### config.mk
export PLATFORM = sky130hd
export DESIGN_NAME = note_sequencer_flat
export DESIGN_NICKNAME = d
export VERILOG_FILES = /design/src/rtl/note_seq_pkg.sv /design/src/rtl/note_sequencer_if.sv /design/src/rtl/sync_fifo.sv /design/src/rtl/note_sequencer.sv /design/src/flat_wrapper.sv
export SDC_FILE = /design/constraint.sdc
export NUM_CORES = 1
export LEC_CHECK = 0
export ABC_AREA = 1
export ABC_CLOCK_PERIOD_IN_PS = 3050
export CORE_MARGIN = 2
export CORE_UTILIZATION = 43
export DETAILED_ROUTE_END_ITERATION = 10
export HOLD_SLACK_MARGIN = 0.08
export PLACE_DENSITY = 0.61
export SLEW_MARGIN = 30
export SYNTH_ARGS = -nofsm -noshare
export SYNTH_HDL_FRONTEND = slang
export SYNTH_SLANG_ARGS = --single-unit
### constraint.sdc
create_clock -name clk -period 3.05 [get_ports clk]
set_clock_uncertainty 0.15 [all_clocks]
set_input_delay 0.4575 -clock clk [delete_from_list [all_inputs] [get_ports clk]]
set_output_delay 0.4575 -clock clk [all_outputs]
set_load 0.05 [all_outputs]
### src/rtl/note_seq_pkg.sv
// rtl/note_seq_pkg.sv - shared types and constants for the note sequencer
package note_seq_pkg;

    typedef enum logic [1:0] {
        IDLE = 2'd0,
        LOAD = 2'd1,
        PLAY = 2'd2,
        GAP  = 2'd3
    } state_t;

    localparam logic [7:0] MAX_NOTE = 8'd36;

    typedef struct packed {
        logic [7:0] note;
        logic [7:0] dur;
    } entry_t;

    // Codes above the tone generator's range become rests.
    function automatic logic [7:0] clamp_note(input logic [7:0] code);
        return (code > MAX_NOTE) ? 8'd0 : code;
    endfunction

endpackage

### src/rtl/note_sequencer_if.sv
// rtl/note_sequencer_if.sv - CPU port-write bus
interface note_sequencer_if;
    logic [7:0] port_id;
    logic [7:0] out_port;
    logic       io_strb;

    modport master (output port_id, output out_port, output io_strb);
    modport slave  (input  port_id, input  out_port, input  io_strb);
endinterface

### src/rtl/sync_fifo.sv
// rtl/sync_fifo.sv - first-word-fall-through FIFO with flush and push-through-when-full
module sync_fifo #(
    parameter int WIDTH = 16,
    parameter int DEPTH = 16
) (
    input  logic             clk,
    input  logic             rst,
    input  logic             push_i,
    input  logic [WIDTH-1:0] wdata_i,
    input  logic             pop_i,
    input  logic             flush_i,
    output logic [WIDTH-1:0] rdata_o,
    output logic             full_o,
    output logic             empty_o
);
    localparam int AW = $clog2(DEPTH);
    localparam logic [AW:0] FULL_CNT = (AW+1)'(DEPTH);

    logic [WIDTH-1:0] mem_q [DEPTH];
    logic [AW-1:0]    wr_ptr_q, rd_ptr_q;
    logic [AW:0]      count_q;
    logic             do_push, do_pop;

    assign empty_o = (count_q == '0);
    assign full_o  = (count_q == FULL_CNT);
    assign rdata_o = mem_q[rd_ptr_q];

    // A pop frees a slot in the same cycle, so a push into a full FIFO still lands.
    assign do_pop  = pop_i && !empty_o;
    assign do_push = push_i && (!full_o || do_pop);

    always_ff @(posedge clk) begin
        if (rst || flush_i) begin
            wr_ptr_q <= '0;
            rd_ptr_q <= '0;
            count_q  <= '0;
        end else begin
            if (do_push) wr_ptr_q <= wr_ptr_q + AW'(1);
            if (do_pop)  rd_ptr_q <= rd_ptr_q + AW'(1);
            count_q <= count_q + (AW+1)'(do_push) - (AW+1)'(do_pop);
        end
    end

    always_ff @(posedge clk) begin
        if (do_push && !flush_i) mem_q[wr_ptr_q] <= wdata_i;
    end

endmodule

### src/rtl/note_sequencer.sv
// rtl/note_sequencer.sv - port-mapped melody player driving a tone generator note code
module note_sequencer
    import note_seq_pkg::*;
#(
    parameter int         CLK_HZ    = 100_000_000,
    parameter int         TICK_HZ   = 1000,
    parameter int         DEPTH     = 16,
    parameter int         GAP_TICKS = 10,
    parameter logic [7:0] PORT_NOTE = 8'h40,
    parameter logic [7:0] PORT_DUR  = 8'h41,
    parameter logic [7:0] PORT_CTRL = 8'h42
) (
    input  logic                clk,
    input  logic                rst,
    note_sequencer_if.slave     bus,
    output logic [7:0]          note_out,
    output logic [7:0]          status,
    output logic                busy
);
    localparam int            CYC_PER_TICK = CLK_HZ / TICK_HZ;
    localparam int            TW           = $clog2(CYC_PER_TICK);
    localparam logic [TW-1:0] CYC_LAST     = TW'(CYC_PER_TICK - 1);
    localparam logic [7:0]    GAP8         = 8'(GAP_TICKS);

    state_t        state_q, state_d;
    logic [TW-1:0] cyc_q, cyc_d;
    logic [7:0]    tick_q, tick_d;
    logic [7:0]    note_q, note_d;
    logic [7:0]    dur_q, dur_d;
    logic [7:0]    staged_q;
    logic          enable_q, overflow_q;

    logic   wr_note, wr_dur, wr_ctrl, push, flush, pop, fetch;
    logic   fifo_full, fifo_empty;
    logic   cyc_last, seg_done;
    logic [7:0] tick_target;
    entry_t head, push_entry;

    assign wr_note = bus.io_strb && (bus.port_id == PORT_NOTE);
    assign wr_dur  = bus.io_strb && (bus.port_id == PORT_DUR);
    assign wr_ctrl = bus.io_strb && (bus.port_id == PORT_CTRL);
    assign push    = wr_dur && (bus.out_port != 8'd0);
    assign flush   = wr_ctrl && bus.out_port[2];
    assign push_entry = '{note: staged_q, dur: bus.out_port};

    sync_fifo #(.WIDTH(16), .DEPTH(DEPTH)) u_fifo (
        .clk     (clk),
        .rst     (rst),
        .push_i  (push),
        .wdata_i (push_entry),
        .pop_i   (pop),
        .flush_i (flush),
        .rdata_o (head),
        .full_o  (fifo_full),
        .empty_o (fifo_empty)
    );

    always_ff @(posedge clk) begin
        if (rst) begin
            staged_q   <= 8'd0;
            enable_q   <= 1'b0;
            overflow_q <= 1'b0;
        end else begin
            if (wr_note) staged_q <= clamp_note(bus.out_port);
            if (wr_ctrl) enable_q <= bus.out_port[0];
            if (wr_ctrl && bus.out_port[1])      overflow_q <= 1'b0;
            else if (push && fifo_full && !pop)  overflow_q <= 1'b1;
        end
    end

    // One cycle/tick counter pair times both the note and the trailing gap.
    assign tick_target = (state_q == PLAY) ? dur_q : GAP8;
    assign cyc_last    = (cyc_q == CYC_LAST);
    assign seg_done    = cyc_last && (tick_q == tick_target);

    always_comb begin
        state_d = state_q;
        cyc_d   = cyc_q;
        tick_d  = tick_q;
        note_d  = note_q;
        dur_d   = dur_q;
        pop     = 1'b0;
        fetch   = 1'b0;
        unique case (state_q)
            IDLE: fetch = 1'b1;
            LOAD: begin
                cyc_d   = '0;
                tick_d  = 8'd1;
                state_d = PLAY;
            end
            PLAY, GAP: begin
                if (seg_done) begin
                    if (state_q == PLAY && GAP_TICKS > 0) begin
                        state_d = GAP;
                        cyc_d   = '0;
                        tick_d  = 8'd1;
                    end else begin
                        fetch = 1'b1;
                    end
                end else if (cyc_last) begin
                    cyc_d  = '0;
                    tick_d = tick_q + 8'd1;
                end else begin
                    cyc_d = cyc_q + TW'(1);
                end
            end
        endcase
        if (fetch) begin
            if (enable_q && !fifo_empty) begin
                pop     = 1'b1;
                note_d  = head.note;
                dur_d   = head.dur;
                state_d = LOAD;
            end else begin
                state_d = IDLE;
            end
        end
        if (flush) begin
            pop     = 1'b0;
            note_d  = note_q;
            dur_d   = dur_q;
            state_d = IDLE;
        end
    end

    always_ff @(posedge clk) begin
        if (rst) begin
            state_q <= IDLE;
            cyc_q   <= '0;
            tick_q  <= 8'd0;
            note_q  <= 8'd0;
            dur_q   <= 8'd0;
        end else begin
            state_q <= state_d;
            cyc_q   <= cyc_d;
            tick_q  <= tick_d;
            note_q  <= note_d;
            dur_q   <= dur_d;
        end
    end

    assign busy     = (state_q != IDLE);
    assign note_out = (state_q == PLAY) ? note_q : 8'd0;
    assign status   = {overflow_q, fifo_full, fifo_empty, busy, enable_q, 3'b000};

endmodule

### src/flat_wrapper.sv
// flat-port wrapper written by rule: the top's interface ports become plain ports
module note_sequencer_flat import note_seq_pkg::*;
#(
    parameter int         CLK_HZ    = 100_000_000,
    parameter int         TICK_HZ   = 1000,
    parameter int         DEPTH     = 16,
    parameter int         GAP_TICKS = 10,
    parameter logic [7:0] PORT_NOTE = 8'h40,
    parameter logic [7:0] PORT_DUR  = 8'h41,
    parameter logic [7:0] PORT_CTRL = 8'h42
)
  (clk, rst, note_out, status, busy, bus_port_id, bus_out_port, bus_io_strb);
  note_sequencer_if bus_i ();
  input  logic clk;
  input  logic rst;
  output logic [7:0] note_out;
  output logic [7:0] status;
  output logic busy;
  input wire logic [$bits(bus_i.port_id)-1:0] bus_port_id;
  input wire logic [$bits(bus_i.out_port)-1:0] bus_out_port;
  input wire logic [$bits(bus_i.io_strb)-1:0] bus_io_strb;
  assign bus_i.port_id = bus_port_id;
  assign bus_i.out_port = bus_out_port;
  assign bus_i.io_strb = bus_io_strb;
  note_sequencer #(.CLK_HZ(CLK_HZ), .TICK_HZ(TICK_HZ), .DEPTH(DEPTH), .GAP_TICKS(GAP_TICKS), .PORT_NOTE(PORT_NOTE), .PORT_DUR(PORT_DUR), .PORT_CTRL(PORT_CTRL)) u_core (.clk(clk), .rst(rst), .bus(bus_i), .note_out(note_out), .status(status), .busy(busy));
endmodule
== Yosys cells after proc, flatten, opt, wreduce, memory -nomap -nowiden ==
Memory sizes are Yosys's and may differ from the RTL's. A register that Yosys moved wholly into a read port is not among the register bits.
Cells that the tools add are included.

* Bits in registers: 50
* Latch bits: 0
* RAM bits: 256
* Memory bits (read-only): 0
* Logic and storage cells: 87
* Memories: 1

* $add $sub $neg: 6
* Multipliers: 0
* Divide/modulo/power cells: 0
* Order comparisons: 1
* Equality and inequality tests: 13
* Shifts and indexed selects: 0
* Multiplexer cells: 24
* Bitwise logic cells: 1
* Reductions and logical operators: 32

{| class="wikitable"
|+ Memory list
! memory !! words !! width !! read ports !! clocked after memory_dff !! write ports !! RTL line !! source
|-
| u_core.u_fifo.mem_q || 16 || 16 || 1 || 1 || 1 || sync_fifo.sv:19 || <nowiki>logic [WIDTH-1:0] mem_q [DEPTH];</nowiki>
|}

{| class="wikitable"
|+ Operator list
! cell !! number
|-
| 17-bit 2-to-1 mux || 3
|-
| 8-bit 2-to-1 mux || 6
|-
| 17-bit case mux with 2 select lines || 1
|-
| 8-bit by 7-bit == test with 1-bit output (second input constant) || 3
|-
| 17-bit by 1-bit adder with 17-bit output (second input constant) || 1
|-
| 17-bit == test (second input constant) || 1
|-
| 8-bit case mux with 2 select lines || 1
|-
| 1-bit logical AND || 13
|-
| 3-bit by 1-bit inequality test with 1-bit output (second input constant) || 3
|-
| 3-bit AND reduction || 3
|-
| 4-bit by 1-bit adder with 4-bit output (second input constant) || 2
|-
| 8-bit by 1-bit adder with 8-bit output (second input constant) || 1
|-
| 8-bit == test || 1
|-
| 8-bit by 6-bit greater-than comparator with 1-bit output (second input constant) || 1
|-
| 1-bit 2-to-1 mux || 8
|-
| 8-bit nonzero test || 1
|-
| 2-bit 2-to-1 mux || 3
|-
| 2-bit OR reduction || 3
|-
| 5-bit by 1-bit adder with 5-bit output || 1
|-
| 5-bit == test (second input constant) || 1
|-
| 5-bit logical NOT || 1
|-
| 5-bit by 1-bit subtractor with 5-bit output || 1
|-
| 2-bit == test (second input constant) || 2
|-
| 1-bit logical NOT || 4
|-
| 10 further kinds || 12
|}

== Logic depth before layout (Yosys ltp) ==
* Word-level depth: 14
* Mapped depth: 25

== Modules after synthesis ==
Synthesis repeated with hierarchy kept, for this count alone.

* Cells, all modules: 1642
* Area, all modules: 14920.6 µm²

{| class="wikitable"
|+ By module, submodules not included
! module !! times used !! cells each !! area an instance (µm²) !! seq. area each (µm²)
|-
| sync_fifo || 1 || 1167 || 11908.9 || 8027.7
|-
| note_sequencer || 1 || 475 || 3011.6 || 1061.0
|}

== Worst setup path before layout ==
No wires, ideal clock.

* Path kind: register to register
* Start point: register u_core.cyc_q[0]
* End point: register u_core.u_fifo.count_q[4]
* Setup time: 0.128 ns
* Arrival: 2.789 ns
* Setup slack: -0.016 ns
* Stages on the path, launching flop included: 24
* Path buffers: 0
* Clock period less this slack: 3.066 ns
* Cells stage by stage: dfxtp_1 ha_1 nand2_1 nor2_1 inv_1 nor3_2 nand3_2 nand2_4 nand3_4 nand2_4 nand2_4 clkinv_4 nand2_1 nand2_1 ha_1 inv_1 fa_1 inv_1 a21oi_1 nor2_1 nor2_1 xor2_1 inv_1 nor2_1

* Longest elaborated chain between the ends: 11

{| class="wikitable"
|+ Ends and longest elaborated chain
! what !! RTL line !! source
|-
| start, declared || note_sequencer.sv:26 || <nowiki>logic [TW-1:0] cyc_q, cyc_d;</nowiki>
|-
| start signal, assigned || note_sequencer.sv:135 || <nowiki>cyc_q <= cyc_d;</nowiki>
|-
| 17-bit == test (*) || note_sequencer.sv:73 || <nowiki>assign cyc_last = (cyc_q == CYC_LAST);</nowiki>
|-
| 1-bit logical AND (*) || note_sequencer.sv:74 || <nowiki>assign seg_done = cyc_last && (tick_q == tick_target);</nowiki>
|-
| 1-bit 2-to-1 mux (*) || note_sequencer.sv:92 || <nowiki>if (seg_done) begin</nowiki>
|-
| 1-bit case mux with 2 select lines (*) || note_sequencer.sv:84 || <nowiki>unique case (state_q)</nowiki>
|-
| 1-bit 2-to-1 mux (*) || note_sequencer.sv:108 || <nowiki>if (fetch) begin</nowiki>
|-
| 1-bit 2-to-1 mux (*) || note_sequencer.sv:118 || <nowiki>if (flush) begin</nowiki>
|-
| 1-bit logical AND (*) || sync_fifo.sv:29 || <nowiki>assign do_pop = pop_i && !empty_o;</nowiki>
|-
| 1-bit logical OR || sync_fifo.sv:30 || <nowiki>assign do_push = push_i && (!full_o || do_pop);</nowiki>
|-
| 1-bit logical AND || sync_fifo.sv:30 ||
|-
| 5-bit by 1-bit adder with 5-bit output || sync_fifo.sv:40 || <nowiki>count_q <= count_q + (AW+1)'(do_push) - (AW+1)'(do_pop);</nowiki>
|-
| 5-bit by 1-bit subtractor with 5-bit output (*) || sync_fifo.sv:40 ||
|-
| end signal, assigned || sync_fifo.sv:40 ||
|-
| end, declared || sync_fifo.sv:21 || <nowiki>logic [AW:0] count_q;</nowiki>
|}

Every way passes the cells marked *; elsewhere a longest branch is shown, timed or not.
A chain may end at the register's enable or synchronous reset.

== Final worst setup path ==
* Start point: register u_core.cyc_q[1]
* End point: register u_core.u_fifo.count_q[4]

Same word-level chain as after synthesis.

==> flow_summary.yaml <==
sta:
  fin_tns_setup_ps: 0
  hold_viol: 0
  slew_viol_final: 0
  tightest_slew_ps: 683
  fmax_mhz: 332
  min_period_ps: 3010
  rsz0062_at_grt: "yes"
  timing.final.ws_setup_ps: 42.1
  min_period_over_period: 0.986
  slew_headroom: 0.544
  setup_violations: 0
cells_and_area:
  syn2layout_area_growth_pct: 18.3
  layout_commonest_cell: "edfxtp_1"
  seqCellArea_sq_um: 9020
  drive_gt1_frac: 0.150
  fin_cells: 1744
  nFillCells: 2761
  n_antenna_cell: 0
  mostFrequentLayoutCells: "256 x edfxtp_1, 181 x nor2_1, 154 x o21ai_0, 138 x nand2_1, 74 x buf_4"
  multi_input_area_sq_um: 4160
  nNetsFinal: 1351
worst_setup_path:
  cp_top_family: "simple AND/OR/NAND/NOR gates"
  setup.worst_path.class: "reg -> reg"
  r2r_slack_ps: 40
  worstSetupPathDepth: 22
  cp_slowest_cell: "dfxtp_2"
  critical_path_buf_inv_count: 6
  startpoint_type: "register"
  endpoint_kind: "register"
  crit_required_ps: 3290
  arrival_ps: 3250
  path_common_cell: "inv_2"
  rr_worst_depth: 22
  cp_max_fo: 3
  slowest_delay_ps: 350
  path_cells: "ha_4 > nand2_4 > nor2_4 > inv_2 > nor3_4 > nand3_2 > nand2_4 > nand3_4 > buf_6 > nor2_4 > inv_2 > nand2_2 > ha_4 > inv_2 > fa_2 > inv_2 > a21oi_2 > nor2_1 > nor2_1 > xor2_1 > inv_1 > nor2_1"
clock_tree:
  cts_hold_buf: 0
  clock_tree.root_cell: "clkbuf_16"
  cts_max_level: 2
  clock_latency_ps: 530
  cts.clk_slew.worst_paths_ps: 60
  cts_max_path_buffers: 3
  cts_tree: "done"
  cts_made_buffers: 35
  cts_sinks: 322
drt:
  drtIter0Drc: 1023
  vias: 9705
  ant_nets: 0
  route.detailed.drc: 0
  firstDrtPassIters: 5
  post_drt_wl_per_cell_microns: 19.8
  wl_microns: 34500
  drt-vias-per-instance: 5.56
power:
  total_power_mw: 9.56
  power_density_nw_per_um2: 594
  leakagePower_nw: 5.67
  peakVddDrop_uv: 440
hold_path:
  hold_path_depth: 2
  min-delay-path-class: "reg -> reg"
die:
  io_pins: 36
  num_rows: 65
  die-area_sq_um: 33100
  core_region_area_sq_um: 31400
  initial_utilization: 0.433
  die_y_microns: 182
  die_x_microns: 182
run_status:
  status: "finished, final reports clean"
synthesis:
  synth_async_sr_flop_share: 0
  synth_top_area_frac: 0.565
  ys_ff_latch: 322
  ys_dominant_reg_cell: "edfxtp_1"
  yosys-top-cells-area: "edfxtp_1 57%, dfxtp_1 9.7%, o21ai_0 5.7%, nor2_1 5.5%, o221ai_1 4.1%"
  synth_cells: 1244
  yosys_warnings: 0
  post_synth.cell_area_avg_sq_um: 10.9
  synth_largest_area_cell: "edfxtp_1"
  syn_area_sq_um: 13600
  ys_seq_area_frac: 0.662
  synth_edf_count: 256
  synth_cell_type_count: 45
grt:
  grt_max_degree: 132
  grt-ovfl-total: 0
  grt_pass1_vias: 9386
  grt_usage: 0.209
  grt_pass1_wl_microns: 53400
  antenna_found_initial: 0
run:
  cap_violations: 0
placed_design:
  pre_cts_ws_ps: -636
  dpl.cell_count: 1678
  portBuffers: 32
  dpl.hpwl_microns: 21000
  place_congestion: 0.849
## path summary, 6_finish.rpt
| check | endpoint | start |
|---|---|---|
| worst max-delay path | u_core.u_fifo.count_q[4] | u_core.cyc_q[1] |
| worst max register to register | u_core.u_fifo.count_q[4] | u_core.cyc_q[1] |
| worst min register to register | u_core.cyc_q[14] | u_core.cyc_q[14] |
| worst min-delay path | u_core.cyc_q[14] | u_core.cyc_q[14] |
## through the flow
step	hold slack [ps]	area [sq um]	util
floorplan	280	13600	-
global placement	298	14800	0.473
detailed placement	305	14900	0.475
CTS	314	16000	0.509
global route	350	16100	0.513
finish	310	16100	0.513
## sequential cells by signal (all words and copies together) (netlist names)
signal                  cells
u_core.cyc_q               17
u_core.state_q              2
u_core.enable_q             1
u_core.dur_q                8
u_core.u_fifo.rd_ptr_q      4
u_core.staged_q             8
u_core.note_q               8
u_core.tick_q               8
u_core.u_fifo.wr_ptr_q      4
u_core.u_fifo.count_q       5
u_core.overflow_q           1
u_core.u_fifo.mem_q       256
## kinds of logic (layout without fill, tap and decap cells)
kind of cell	after synthesis	count (layout)	synth area share
simple gates	465	465	0.150
flops	322	322	0.662
other cells	1	3	0.000276
xor+xnor	6	6	0.00386
buf+inv	155	251	0.0471
fa+ha+maj	13	13	0.0125
compound gates	282	282	0.124
## worst register-to-register path, stage by stage (launching register included)
cell	delay [ps]
dfxtp_2	350
ha_4	150
nand2_4	60
nor2_4	120
inv_2	60
nor3_4	280
nand3_2	140
nand2_4	90
nand3_4	90
buf_6	150
nor2_4	110
inv_2	50
nand2_2	70
ha_4	130
inv_2	40
fa_2	350
inv_2	70
a21oi_2	50
nor2_1	90
nor2_1	60
xor2_1	130
inv_1	50
nor2_1	30
## routing by layer
metal | vias to the layer above | track usage | wire [microns]
met1 | 4716 | 0.279 | 15200
met4 | 0 | 0.0845 | 1180
li1 | 4591 | - | -
met5 | - | 0 | 0
met2 | 314 | 0.351 | 16400
met3 | 84 | 0.0245 | 1670
## where the power goes
group / internal (mW) / leakage (nW) / switching (mW)
clock network: 2.15 / 0.506 / 1.74
logic: 0.264 / 2.18 / 0.630
registers: 4.74 / 2.97 / 0.0363
total: 7.15 / 5.67 / 2.41
## synthesized netlist by cell type (2+ instances only)
library cell	n
edfxtp_1	256
nor2_1	199
o21ai_0	154
nand2_1	141
nand3_1	73
inv_1	71
dfxtp_1	66
o221ai_1	64
clkbuf_1	60
a21oi_1	51
nand4_1	17
ha_1	12
buf_4	11
nor3_1	6
xor2_1	6
nand2_2	5
nand3b_1	5
inv_2	4
nand2_4	4
nand3_2	4
a211oi_1	3
buf_2	3
clkinv_1	3
or2_2	3
o21a_1	2
o21bai_1	2
## what timing repair did
item                                    in CTS  in global routing
pin swaps                                    4                 10
resized for setup                           12                 16
endpoints found under the setup margin      82                  2
buffers inserted                             1                  5
## cell type report
type                            count  area share
Clock inverter                     18     0.00809
Sequential cell                   322       0.560
Multi-Input combinational cell    769       0.258
Timing Repair Buffer              112      0.0665
Inverter                           79      0.0188
Clock buffer                       42      0.0565
Tap cell                          402      0.0313
Note: power is estimated with default switching activity, not from simulation.
